**src/rtl/dpa_lane_align.sv**
```systemverilog
`default_nettype none
// ============================================================================
// Module   : dpa_lane_align
// Purpose  : Per-lane dynamic phase alignment for the RGMII receive path.
//            Sweeps every lane's IDELAY tap against a 1010 training pattern
//            and loads the centre of the longest passing window.
//            Optional macro DPA_RETRAIN_EN adds periodic self-recalibration.
// Revision : 1.0  initial release
// ============================================================================
module dpa_lane_align #(
    parameter int LANES          = 5,
    parameter int TAP_W          = 5,
    parameter int NTAPS          = 32,
    parameter int SETTLE_CYCLES  = 8,
    parameter int CHECK_CYCLES   = 64,
    parameter int MIN_EYE        = 4,
    parameter int RETRAIN_CYCLES = 125000000
) (
    input  logic                         clk,
    input  logic                         rst,
    input  logic                         start,
    input  logic [LANES-1:0]             rx_sample,
    output logic [LANES*TAP_W-1:0]       tap_out,
    output logic [LANES-1:0]             tap_load,
    output logic                         busy,
    output logic                         done,
    output logic [LANES-1:0]             lane_ok,
    output logic [LANES*(TAP_W+1)-1:0]   eye_width
);

    localparam int LANE_W  = (LANES > 1) ? $clog2(LANES) : 1;
    localparam int CNT_MAX = (SETTLE_CYCLES > CHECK_CYCLES) ? SETTLE_CYCLES : CHECK_CYCLES;
    localparam int CNT_W   = $clog2(CNT_MAX + 1);
    localparam int LEN_W   = TAP_W + 1;

    localparam logic [TAP_W-1:0]  LAST_TAP    = TAP_W'(NTAPS - 1);
    localparam logic [TAP_W-1:0]  MID_TAP     = TAP_W'(NTAPS / 2);
    localparam logic [LEN_W-1:0]  MIN_LEN     = LEN_W'(MIN_EYE);
    localparam logic [CNT_W-1:0]  SETTLE_LAST = CNT_W'(SETTLE_CYCLES - 1);
    localparam logic [CNT_W-1:0]  CHECK_LAST  = CNT_W'(CHECK_CYCLES);
    localparam logic [LANE_W-1:0] LAST_LANE   = LANE_W'(LANES - 1);

    typedef enum logic [2:0] {
        S_IDLE      = 3'd0,
        S_SET_TAP   = 3'd1,
        S_SETTLE    = 3'd2,
        S_CHECK     = 3'd3,
        S_EVAL      = 3'd4,
        S_CENTER    = 3'd5,
        S_NEXT_LANE = 3'd6,
        S_DONE      = 3'd7
    } state_t;

    state_t                       state_q, state_d;
    logic [LANE_W-1:0]            lane_q, lane_d;
    logic [TAP_W-1:0]             tap_q, tap_d;
    logic [CNT_W-1:0]             cnt_q, cnt_d;
    logic                         ref_q, ref_d;
    logic                         fail_q, fail_d;
    logic [LEN_W-1:0]             cur_len_q, cur_len_d;
    logic [TAP_W-1:0]             cur_start_q, cur_start_d;
    logic [LEN_W-1:0]             best_len_q, best_len_d;
    logic [TAP_W-1:0]             best_start_q, best_start_d;
    logic [LANES*TAP_W-1:0]       tap_out_q, tap_out_d;
    logic [LANES-1:0]             tap_load_q, tap_load_d;
    logic                         busy_q, busy_d;
    logic                         done_q, done_d;
    logic [LANES-1:0]             lane_ok_q, lane_ok_d;
    logic [LANES*LEN_W-1:0]       eye_width_q, eye_width_d;

    logic                         rx_bit;
    logic                         auto_start;
    logic                         go;
    logic                         center_ok;
    logic [TAP_W-1:0]             center_tap;

`ifdef DPA_RETRAIN_EN
    localparam int RT_W = $clog2(RETRAIN_CYCLES + 1);
    localparam logic [RT_W-1:0] RT_LAST = RT_W'(RETRAIN_CYCLES - 1);

    logic [RT_W-1:0] retrain_q, retrain_d;

    assign auto_start = (state_q == S_DONE) && (retrain_q == RT_LAST);

    // Counts only while idling in DONE; any restart clears it.
    always_comb begin
        retrain_d = '0;
        if (state_q == S_DONE && !start && !auto_start)
            retrain_d = retrain_q + 1'b1;
    end

    always_ff @(posedge clk or posedge rst) begin
        if (rst) retrain_q <= '0;
        else     retrain_q <= retrain_d;
    end
`else
    assign auto_start = 1'b0;
`endif

    assign go = start | auto_start;

    always_comb begin
        rx_bit = 1'b0;
        for (int i = 0; i < LANES; i++)
            if (lane_q == LANE_W'(i)) rx_bit = rx_sample[i];
    end

    always_comb begin
        center_ok  = (best_len_q >= MIN_LEN);
        center_tap = center_ok ? (best_start_q + TAP_W'(best_len_q >> 1)) : MID_TAP;
    end

    always_comb begin
        state_d      = state_q;
        lane_d       = lane_q;
        tap_d        = tap_q;
        cnt_d        = cnt_q;
        ref_d        = ref_q;
        fail_d       = fail_q;
        cur_len_d    = cur_len_q;
        cur_start_d  = cur_start_q;
        best_len_d   = best_len_q;
        best_start_d = best_start_q;
        tap_out_d    = tap_out_q;
        tap_load_d   = '0;
        busy_d       = busy_q;
        done_d       = done_q;
        lane_ok_d    = lane_ok_q;
        eye_width_d  = eye_width_q;

        case (state_q)
            S_IDLE, S_DONE: begin
                if (go) begin
                    state_d      = S_SET_TAP;
                    lane_d       = '0;
                    tap_d        = '0;
                    busy_d       = 1'b1;
                    done_d       = 1'b0;
                    lane_ok_d    = '0;
                    eye_width_d  = '0;
                    cur_len_d    = '0;
                    cur_start_d  = '0;
                    best_len_d   = '0;
                    best_start_d = '0;
                end
            end
            S_SET_TAP: begin
                for (int i = 0; i < LANES; i++) begin
                    if (lane_q == LANE_W'(i)) begin
                        tap_out_d[i*TAP_W +: TAP_W] = tap_q;
                        tap_load_d[i]               = 1'b1;
                    end
                end
                cnt_d   = '0;
                state_d = S_SETTLE;
            end
            S_SETTLE: begin
                if (cnt_q == SETTLE_LAST) begin
                    cnt_d   = '0;
                    state_d = S_CHECK;
                end else begin
                    cnt_d = cnt_q + 1'b1;
                end
            end
            S_CHECK: begin
                // Count 0 only captures the reference bit; counts 1..N compare.
                ref_d = rx_bit;
                if (cnt_q == '0)
                    fail_d = 1'b0;
                else if (rx_bit == ref_q)
                    fail_d = 1'b1;
                if (cnt_q == CHECK_LAST) state_d = S_EVAL;
                else                     cnt_d   = cnt_q + 1'b1;
            end
            S_EVAL: begin
                if (!fail_q) begin
                    cur_len_d = cur_len_q + 1'b1;
                    if (cur_len_q == '0) cur_start_d = tap_q;
                end else begin
                    cur_len_d = '0;
                end
                if (cur_len_d > best_len_q) begin
                    best_len_d   = cur_len_d;
                    best_start_d = cur_start_d;
                end
                if (tap_q == LAST_TAP) begin
                    state_d = S_CENTER;
                end else begin
                    tap_d   = tap_q + 1'b1;
                    state_d = S_SET_TAP;
                end
            end
            S_CENTER: begin
                for (int i = 0; i < LANES; i++) begin
                    if (lane_q == LANE_W'(i)) begin
                        tap_out_d[i*TAP_W +: TAP_W]   = center_tap;
                        tap_load_d[i]                 = 1'b1;
                        lane_ok_d[i]                  = center_ok;
                        eye_width_d[i*LEN_W +: LEN_W] = best_len_q;
                    end
                end
                state_d = S_NEXT_LANE;
            end
            S_NEXT_LANE: begin
                if (lane_q == LAST_LANE) begin
                    state_d = S_DONE;
                    busy_d  = 1'b0;
                    done_d  = 1'b1;
                end else begin
                    lane_d       = lane_q + 1'b1;
                    tap_d        = '0;
                    cur_len_d    = '0;
                    cur_start_d  = '0;
                    best_len_d   = '0;
                    best_start_d = '0;
                    state_d      = S_SET_TAP;
                end
            end
            default: state_d = S_IDLE;
        endcase
    end

    always_ff @(posedge clk or posedge rst) begin
        if (rst) begin
            state_q      <= S_IDLE;
            lane_q       <= '0;
            tap_q        <= '0;
            cnt_q        <= '0;
            ref_q        <= 1'b0;
            fail_q       <= 1'b0;
            cur_len_q    <= '0;
            cur_start_q  <= '0;
            best_len_q   <= '0;
            best_start_q <= '0;
            tap_out_q    <= '0;
            tap_load_q   <= '0;
            busy_q       <= 1'b0;
            done_q       <= 1'b0;
            lane_ok_q    <= '0;
            eye_width_q  <= '0;
        end else begin
            state_q      <= state_d;
            lane_q       <= lane_d;
            tap_q        <= tap_d;
            cnt_q        <= cnt_d;
            ref_q        <= ref_d;
            fail_q       <= fail_d;
            cur_len_q    <= cur_len_d;
            cur_start_q  <= cur_start_d;
            best_len_q   <= best_len_d;
            best_start_q <= best_start_d;
            tap_out_q    <= tap_out_d;
            tap_load_q   <= tap_load_d;
            busy_q       <= busy_d;
            done_q       <= done_d;
            lane_ok_q    <= lane_ok_d;
            eye_width_q  <= eye_width_d;
        end
    end

    assign tap_out   = tap_out_q;
    assign tap_load  = tap_load_q;
    assign busy      = busy_q;
    assign done      = done_q;
    assign lane_ok   = lane_ok_q;
    assign eye_width = eye_width_q;

endmodule
`default_nettype wire

```
**config.mk**
```make
export PLATFORM = sky130hd
export DESIGN_NAME = dpa_lane_align
export DESIGN_NICKNAME = d
export VERILOG_FILES = /design/src/rtl/dpa_lane_align.sv
export SDC_FILE = /design/constraint.sdc
export NUM_CORES = 1
export LEC_CHECK = 0
export ABC_AREA = 1
export CORE_MARGIN = 1
export CORE_UTILIZATION = 25
export CTS_CLUSTER_DIAMETER = 50
export DETAILED_ROUTE_END_ITERATION = 10
export RECOVER_POWER = 50
export SYNTH_ARGS = -nofsm -noshare
export SYNTH_HDL_FRONTEND = slang
export SYNTH_SLANG_ARGS = --single-unit
```
**constraint.sdc**
```tcl
create_clock -name clk -period 8.4 [get_ports clk]
set_input_delay 2.52 -clock clk [delete_from_list [all_inputs] [get_ports clk]]
set_output_delay 2.52 -clock clk [all_outputs]
set_load 0.01 [all_outputs]
```
==> run_results.csv, run 1 <==
group,metric,value,unit
status,status,"complete, but fails checks",
status,violations,"max-capacitance violations, max-slew violations",
placement,gp_congestion,0.814,
flow_run,max_cap_viol_count,1,
drt,drc,0,
clock_network,cts_buffers,9,
clock_network,cts_sinks,109,
floorplan,rows,52,
clock_network,cts_setup_buffers,0,
floorplan,coreArea,20200,sq um
clock_network,clkLatencyLatePin,0.35,ns
cells_and_area,syn_to_final_growth,24.7,%
synthesis,syn-cell-area,5130,sq um
sta,layout_setup_ws,3.78,ns
drt,firstDrtPassIters,4,
cells_and_area,nFillCells,2111,
synthesis,yosysTopAreaCellShare,0.531,
sta,slew_viol_final,40,
critical_path,crit_slowest_cell,"clkinvlp_2",
power_and_ir_drop,clkPwrFrac,0.444,
synthesis,synth_cell_types,36,
floorplan,initial_core_util,0.254,
power_and_ir_drop,switching_power,210,uW
power_and_ir_drop,power,971,uW
sta,post-route-period-util,0.550,
power_and_ir_drop,p_per_area,152,nW/um^2
sta,fin_tns_setup,0,ns
critical_path,arrival,4.99,ns
critical_path,crit_start,"rst",
clock_network,cts_max_path_buffers,2,
critical_path,cp.required,8.77,ns
min_path,hold_path.class,"reg -> reg",
sta,fin_crit,4.62,ns
global_route,grt-ovfl-total,0,
clock_network,cts_resized,0,
power_and_ir_drop,swShare,0.216,
placement,dpl.hpwl,8920,microns
critical_path,critPathMaxStageDelay,1.01,ns
floorplan,die_width,145,microns
floorplan,dieArea,21100,sq um
cells_and_area,finalNetCount,705,
sta,finalSetupViolCount,0,
power_and_ir_drop,p_comb_frac,0.016,
synthesis,netlist_instances,600,
global_route,track_usage,0.123,
synthesis,yosysSeqAreaShare,0.531,
drt,post_drt_wl_per_cell,12.8,microns
clock_network,h-tree-depth,3,
sta,max_freq,0.216,GHz
clock_network,root_buffer,"clkbuf_16",
critical_path,critical_path.endpoint_type,"async pin",
power_and_ir_drop,intPower,761,uW
critical_path,reg2reg_depth,5,
power_and_ir_drop,p_leak,0.00309,uW
drt,antenna_left,0,
drt,drt_iter0_drc,230,
synthesis,async_flop_share,1.00,
synthesis,yosysTopAreaCell,"dfrtp_1",
synthesis,synth_warnings,0,
critical_path,r2r-start,"state_q[0]",
critical_path,rr_endpoint,"eye_width[24]",
critical_path,crit_fanout,71,
clock_network,cts_hold_buf,0,
global_route,grt_max_degree,72,
synthesis,synth_ff_type,"dfrtp_1",
synthesis,ys_seq_elements,109,
cells_and_area,drive_gt1_frac,0.0441,
critical_path,path_class,"in -> async",
global_route,antenna_found_initial,0,
floorplan,die_h,145,microns
global_route,grt_pass1_vias,3848,
floorplan,pin_count,75,
drt,vias_per_cell,4.29,
placement,dpl_worst_slack,4.08,ns
global_route,grt_pass1_wl,20500,microns
critical_path,critPathLaunchType,"input pin",
clock_network,cts_tree,"built",
sta,timing.slew.headroom,-0.177,
placement,numPortBuffers,74,
power_and_ir_drop,ir_worst_vdd,93.1,uV
synthesis,synth.most_common_cell,"nand2_1",
sta,rsz0062_at_grt,"false",
critical_path,worstPathCellList,"dlygate4sd3_1 -> clkinvlp_2 -> buf_4",
synthesis,synth_edf_count,0,
power_and_ir_drop,p_seq_frac,0.540,
clock_network,cts.clk_slew.worst_paths,0.07,ns
critical_path,ff2ff_setup_slack,5.13,ns
drt,drt_wl_total,12100,microns
synthesis,syn_nets,630,
cells_and_area,utilization,0.317,
drt,vias,4072,
cells_and_area,n_antenna_cell,0,
critical_path,crit_end,"tap_out[8]",
synthesis,synth_area_leaders,"dfrtp_1, nand2_1, ha_1",
sta,worst_pin_slew,1.76,ns
sta,skew,0.00759,ns
synthesis,postSynthAreaPerCell,8.55,sq um
synthesis,synth_commonest_cells,"nand2_1, dfrtp_1, inv_1",
sta,final_hold_viol_count,0,
layout make-up:
type	count	area, sq um	area share
Sequential cell	109	2730	0.426
Multi-Input combinational cell	412	2030	0.317
Timing Repair Buffer	75	748	0.117
Tap cell	270	338	0.0528
Inverter	68	256	0.0401
Clock buffer	9	225	0.0352
Clock inverter	7	75.1	0.0117
power by group through the flow:
stage | Clock [uW] | Combinational (uW) | Sequential, uW
after floorplan | 0 | 9.08 | 535
after global placement | 0 | 16.8 | 535
after detailed placement | 0 | 16.9 | 535
after CTS | 441 | 16.9 | 525
after global routing | 458 | 18.7 | 525
final | 431 | 15.5 | 525
worst max-delay path: cells and delay by family:
| family | cells | cell delay, ns |
|---|---|---|
| buffers and inverters | 3 | 2.43 |
worst min path at each step:
stage | start | depth (start not counted) | slack, ns | endpoint
2_1_floorplan | ref_q | 2 | 0.47 | ref_q
3_3_place_gp | eye_width[6] | 2 | 0.47 | eye_width[6]
3_5_place_dp | tap_out[13] | 2 | 0.47 | tap_out[13]
4_1_cts | tap_out[13] | 2 | 0.49 | tap_out[13]
5_1_grt | tap_out[13] | 2 | 0.49 | tap_out[13]
6_report | tap_out[13] | 2 | 0.47 | tap_out[13]
cells by family after synthesis:
logic type / after synthesis / synth area share
and+or+nand+nor: 280 / 0.226
DFF: 109 / 0.531
AOI/OAI and AO/OA: 103 / 0.112
buffers and inverters: 79 / 0.0634
adders and majority gates: 22 / 0.0551
xor gates and xnor gates: 7 / 0.0119
layer usage:
| metal | share of wire | track usage | vias to the layer above |
|---|---|---|---|
| li1 | - | - | 2094 |
| met1 | 0.49 | 0.166 | 1880 |
| met2 | 0.45 | 0.193 | 82 |
| met3 | 0.038 | 0.0286 | 16 |
| met4 | 0.019 | 0.0442 | 0 |
| met5 | 0 | 0 | - |
layout by cell type, fill, tap and decap left out, drive strengths merged, types with 2 or more instances in the layout:
master / Yosys / layout
dfrtp: 109 / 109
dlygate4sd3: 0 / 14
a21oi: 12 / 12
o22ai: 8 / 8
nand4: 2 / 2
xnor2: 2 / 2
o21ai: 73 / 73
clkinv: 0 / 5
inv: 68 / 66
nor3: 6 / 6
nand2: 194 / 194
nand3: 35 / 35
clkbuf: 0 / 9
clkinvlp: 0 / 3
xor2: 5 / 5
clkdlybuf4s50: 0 / 60
nor2: 41 / 41
ha: 21 / 21
through the flow:
| stage | hold WS, ns | cells | cell area (sq um) |
|---|---|---|---|
| 5_1_grt | 0.489 | 950 | 6400 |
| 4_1_cts | 0.486 | 950 | 6450 |
| 2_1_floorplan | 0.475 | 600 | 5130 |
| 3_5_place_dp | 0.466 | 934 | 6150 |
| 3_3_place_gp | 0.469 | 934 | 6150 |
| 6_report | 0.474 | 950 | 6400 |
registers in the layout, indices dropped and copies added (netlist names):
name and cells:
best_len_q 6, best_start_q 5, busy 1, cnt_q 7, cur_len_q 6, cur_start_q 5
done 1, eye_width 30, fail_q 1, lane_ok 5, lane_q 3, ref_q 1
state_q 3, tap_load 5, tap_out 25, tap_q 5
(Power assumes the default switching activity.)
==> run 2: changes to the inputs <==
==> constraint.sdc (replaced) <==
create_clock -name clk -period 3.75 [get_ports clk]
set_input_delay 1.125 -clock clk [delete_from_list [all_inputs] [get_ports clk]]
set_output_delay 1.125 -clock clk [all_outputs]
set_load 0.01 [all_outputs]
==> run 2 against run 1 <==
  * The flow still finishes with violations (max-capacitance violations, max-slew violations)
  * Die area unchanged
  * Sequential share of layout area is 0.63 points lower
  * Sequential power rose by 120%
  * Cell count grew 0.11%
  * Register-to-register slack worse by 4.2 ns
  * Non-clock buffer count increased by 1
  * Sequential cell count is the same
  * Combinational power up 140%
  * Setup slack lost 2.9 ns
  * Routed wire length grew 1.7%
  * Core utilization increased by 0.48 points
  * Largest cell class unchanged
==> run_results.csv, run 2 (synthesized netlist as in run 1, its figures left out) <==
group,metric,value,unit
floorplan,coreArea,20200,sq um
status,violations,"max-capacitance violations, max-slew violations",
floorplan,die_h,145,microns
power_and_ir_drop,p_seq_frac,0.504,
sta,final_hold_viol_count,0,
drt,vias,4097,
cells_and_area,finalNetCount,706,
clock_network,cts.clk_slew.worst_paths,0.08,ns
placement,gp_congestion,0.822,
cells_and_area,final_common_cell,"nand2_1",
cells_and_area,layout_common_cells,"nand2_1, dfrtp_1, clkdlybuf4s50_1",
critical_path,crit_fanout,14,
clock_network,h-tree-depth,3,
status,status,"complete, but fails checks",
sta,layout_setup_ws,0.909,ns
drt,drt_wl_total,12300,microns
sta,slew_viol_final,34,
cells_and_area,syn_to_final_growth,26.6,%
clock_network,cts_hold_buf,0,
placement,dpl.hpwl,9120,microns
sta,timing.slew.headroom,-0.0315,
critical_path,ff2ff_setup_slack,0.91,ns
drt,drc,0,
sta,skew,0.0112,ns
global_route,grt_pass1_wl,20900,microns
critical_path,rr_endpoint,"eye_width[19]",
global_route,grt-ovfl-total,0,
drt,post_drt_wl_per_cell,13.0,microns
sta,max_freq,0.352,GHz
cells_and_area,largest_reg_flops,30,
drt,vias_per_cell,4.31,
sta,post-route-period-util,0.758,
global_route,grt_max_degree,67,
power_and_ir_drop,intPower,1860,uW
critical_path,arrival,3.03,ns
clock_network,cts_sinks,109,
power_and_ir_drop,swShare,0.202,
min_path,hold_end,"tap_out[6]",
power_and_ir_drop,ir_worst_vdd,196,uV
placement,dpl_worst_slack,0.816,ns
power_and_ir_drop,clkPwrFrac,0.480,
drt,drt_iter0_drc,164,
floorplan,dieArea,21100,sq um
floorplan,rows,52,
min_path,hold_path.class,"reg -> reg",
power_and_ir_drop,p_per_area,359,nW/um^2
cells_and_area,nFillCells,2145,
power_and_ir_drop,switching_power,471,uW
power_and_ir_drop,p_leak,0.00309,uW
sta,rsz0062_at_grt,"false",
min_path,min_from,"tap_out[6]",
sta,finalSetupViolCount,0,
critical_path,critical_path.endpoint_type,"flip-flop",
placement,numPortBuffers,74,
drt,firstDrtPassIters,4,
clock_network,cts_buffers,9,
global_route,track_usage,0.125,
critical_path,cp.required,3.94,ns
cells_and_area,drive_gt1_frac,0.0514,
clock_network,cts_max_path_buffers,2,
floorplan,initial_core_util,0.254,
global_route,antenna_found_initial,0,
floorplan,pin_count,75,
clock_network,cts_tree,"built",
min_path,hold_path_depth,2,
critical_path,path_class,"reg -> reg",
global_route,grt_pass1_vias,3911,
drt,antenna_left,0,
power_and_ir_drop,p_comb_frac,0.016,
critical_path,reg2reg_depth,5,
clock_network,cts_resized,0,
flow_run,max_cap_viol_count,1,
sta,worst_pin_slew,1.54,ns
critical_path,critPathLaunchType,"flip-flop",
floorplan,die_width,145,microns
sta,fin_tns_setup,0,ns
clock_network,clkLatencyLatePin,0.35,ns
sta,fin_crit,2.84,ns
clock_network,cts_setup_buffers,0,
cells_and_area,n_antenna_cell,0,
critical_path,r2r-start,"state_q[0]",
clock_network,root_buffer,"clkbuf_16",
run 2: changes by cell type in the layout (fill, tap and decap cells not counted), sizes merged:
cell           change
bufinv             +2
clkdlybuf4s50     +11
clkinvlp           -1
dlygate4sd3       -11
inv                +3
clkbuf             +2
clkinv             -5
run 2: cell type report:
class	count	area, sq um	share of cell area
Sequential cell	109	2730	0.420
Multi-Input combinational cell	412	2060	0.317
Timing Repair Buffer	76	764	0.118
Tap cell	270	338	0.0520
Inverter	68	256	0.0395
Clock buffer	10	239	0.0368
Clock inverter	6	115	0.0177
run 2: power groups by stage:
stage	clock (uW)	combinational (uW)	sequential, uW
floorplan	0	20.6	1200
global placement	0	40.2	1200
detailed placement	0	40.8	1200
CTS	1150	40.9	1180
global route	1190	43.6	1180
finish	1120	37.2	1180
run 2: worst max path at each step:
stage                    endpoint  slack [ns]  cells after the start  startpoint
finish              eye_width[19]        0.91                      5  state_q[0]
CTS                 best_len_q[5]        1.19                      9       start
global placement    best_len_q[5]        0.85                      9       start
detailed placement  best_len_q[5]        0.82                      9       start
global route        eye_width[19]        0.60                      5  state_q[0]
floorplan           best_len_q[0]        1.31                      1         rst
run 2: routing by layer:
layer / up-vias / routed length, microns / global-route usage
met5: - / 0 / 0
met4: 0 / 114 / 0.0363
met3: 7 / 485 / 0.0274
met2: 72 / 5720 / 0.197
met1: 1931 / 6000 / 0.171
li1: 2087 / - / -
run 2: stage by stage:
stage	power (uW)	utilization	instance area, sq um	instances	hold slack [ns]
after global routing	2410	0.322	6500	951	0.517
final	2330	0.322	6500	951	0.486
after global placement	1240	0.306	6170	935	0.469
after detailed placement	1240	0.306	6170	935	0.472
after CTS	2370	0.324	6530	951	0.491
after floorplan	1220	-	5140	600	0.475
run 2: critical path, cell delays in order (launching register included):
cell and delay, ns:
dfrtp_1 0.54, nand2_1 0.32, nor2_4 0.35, inv_1 0.27, o21ai_0 1.01, o21ai_0 0.18
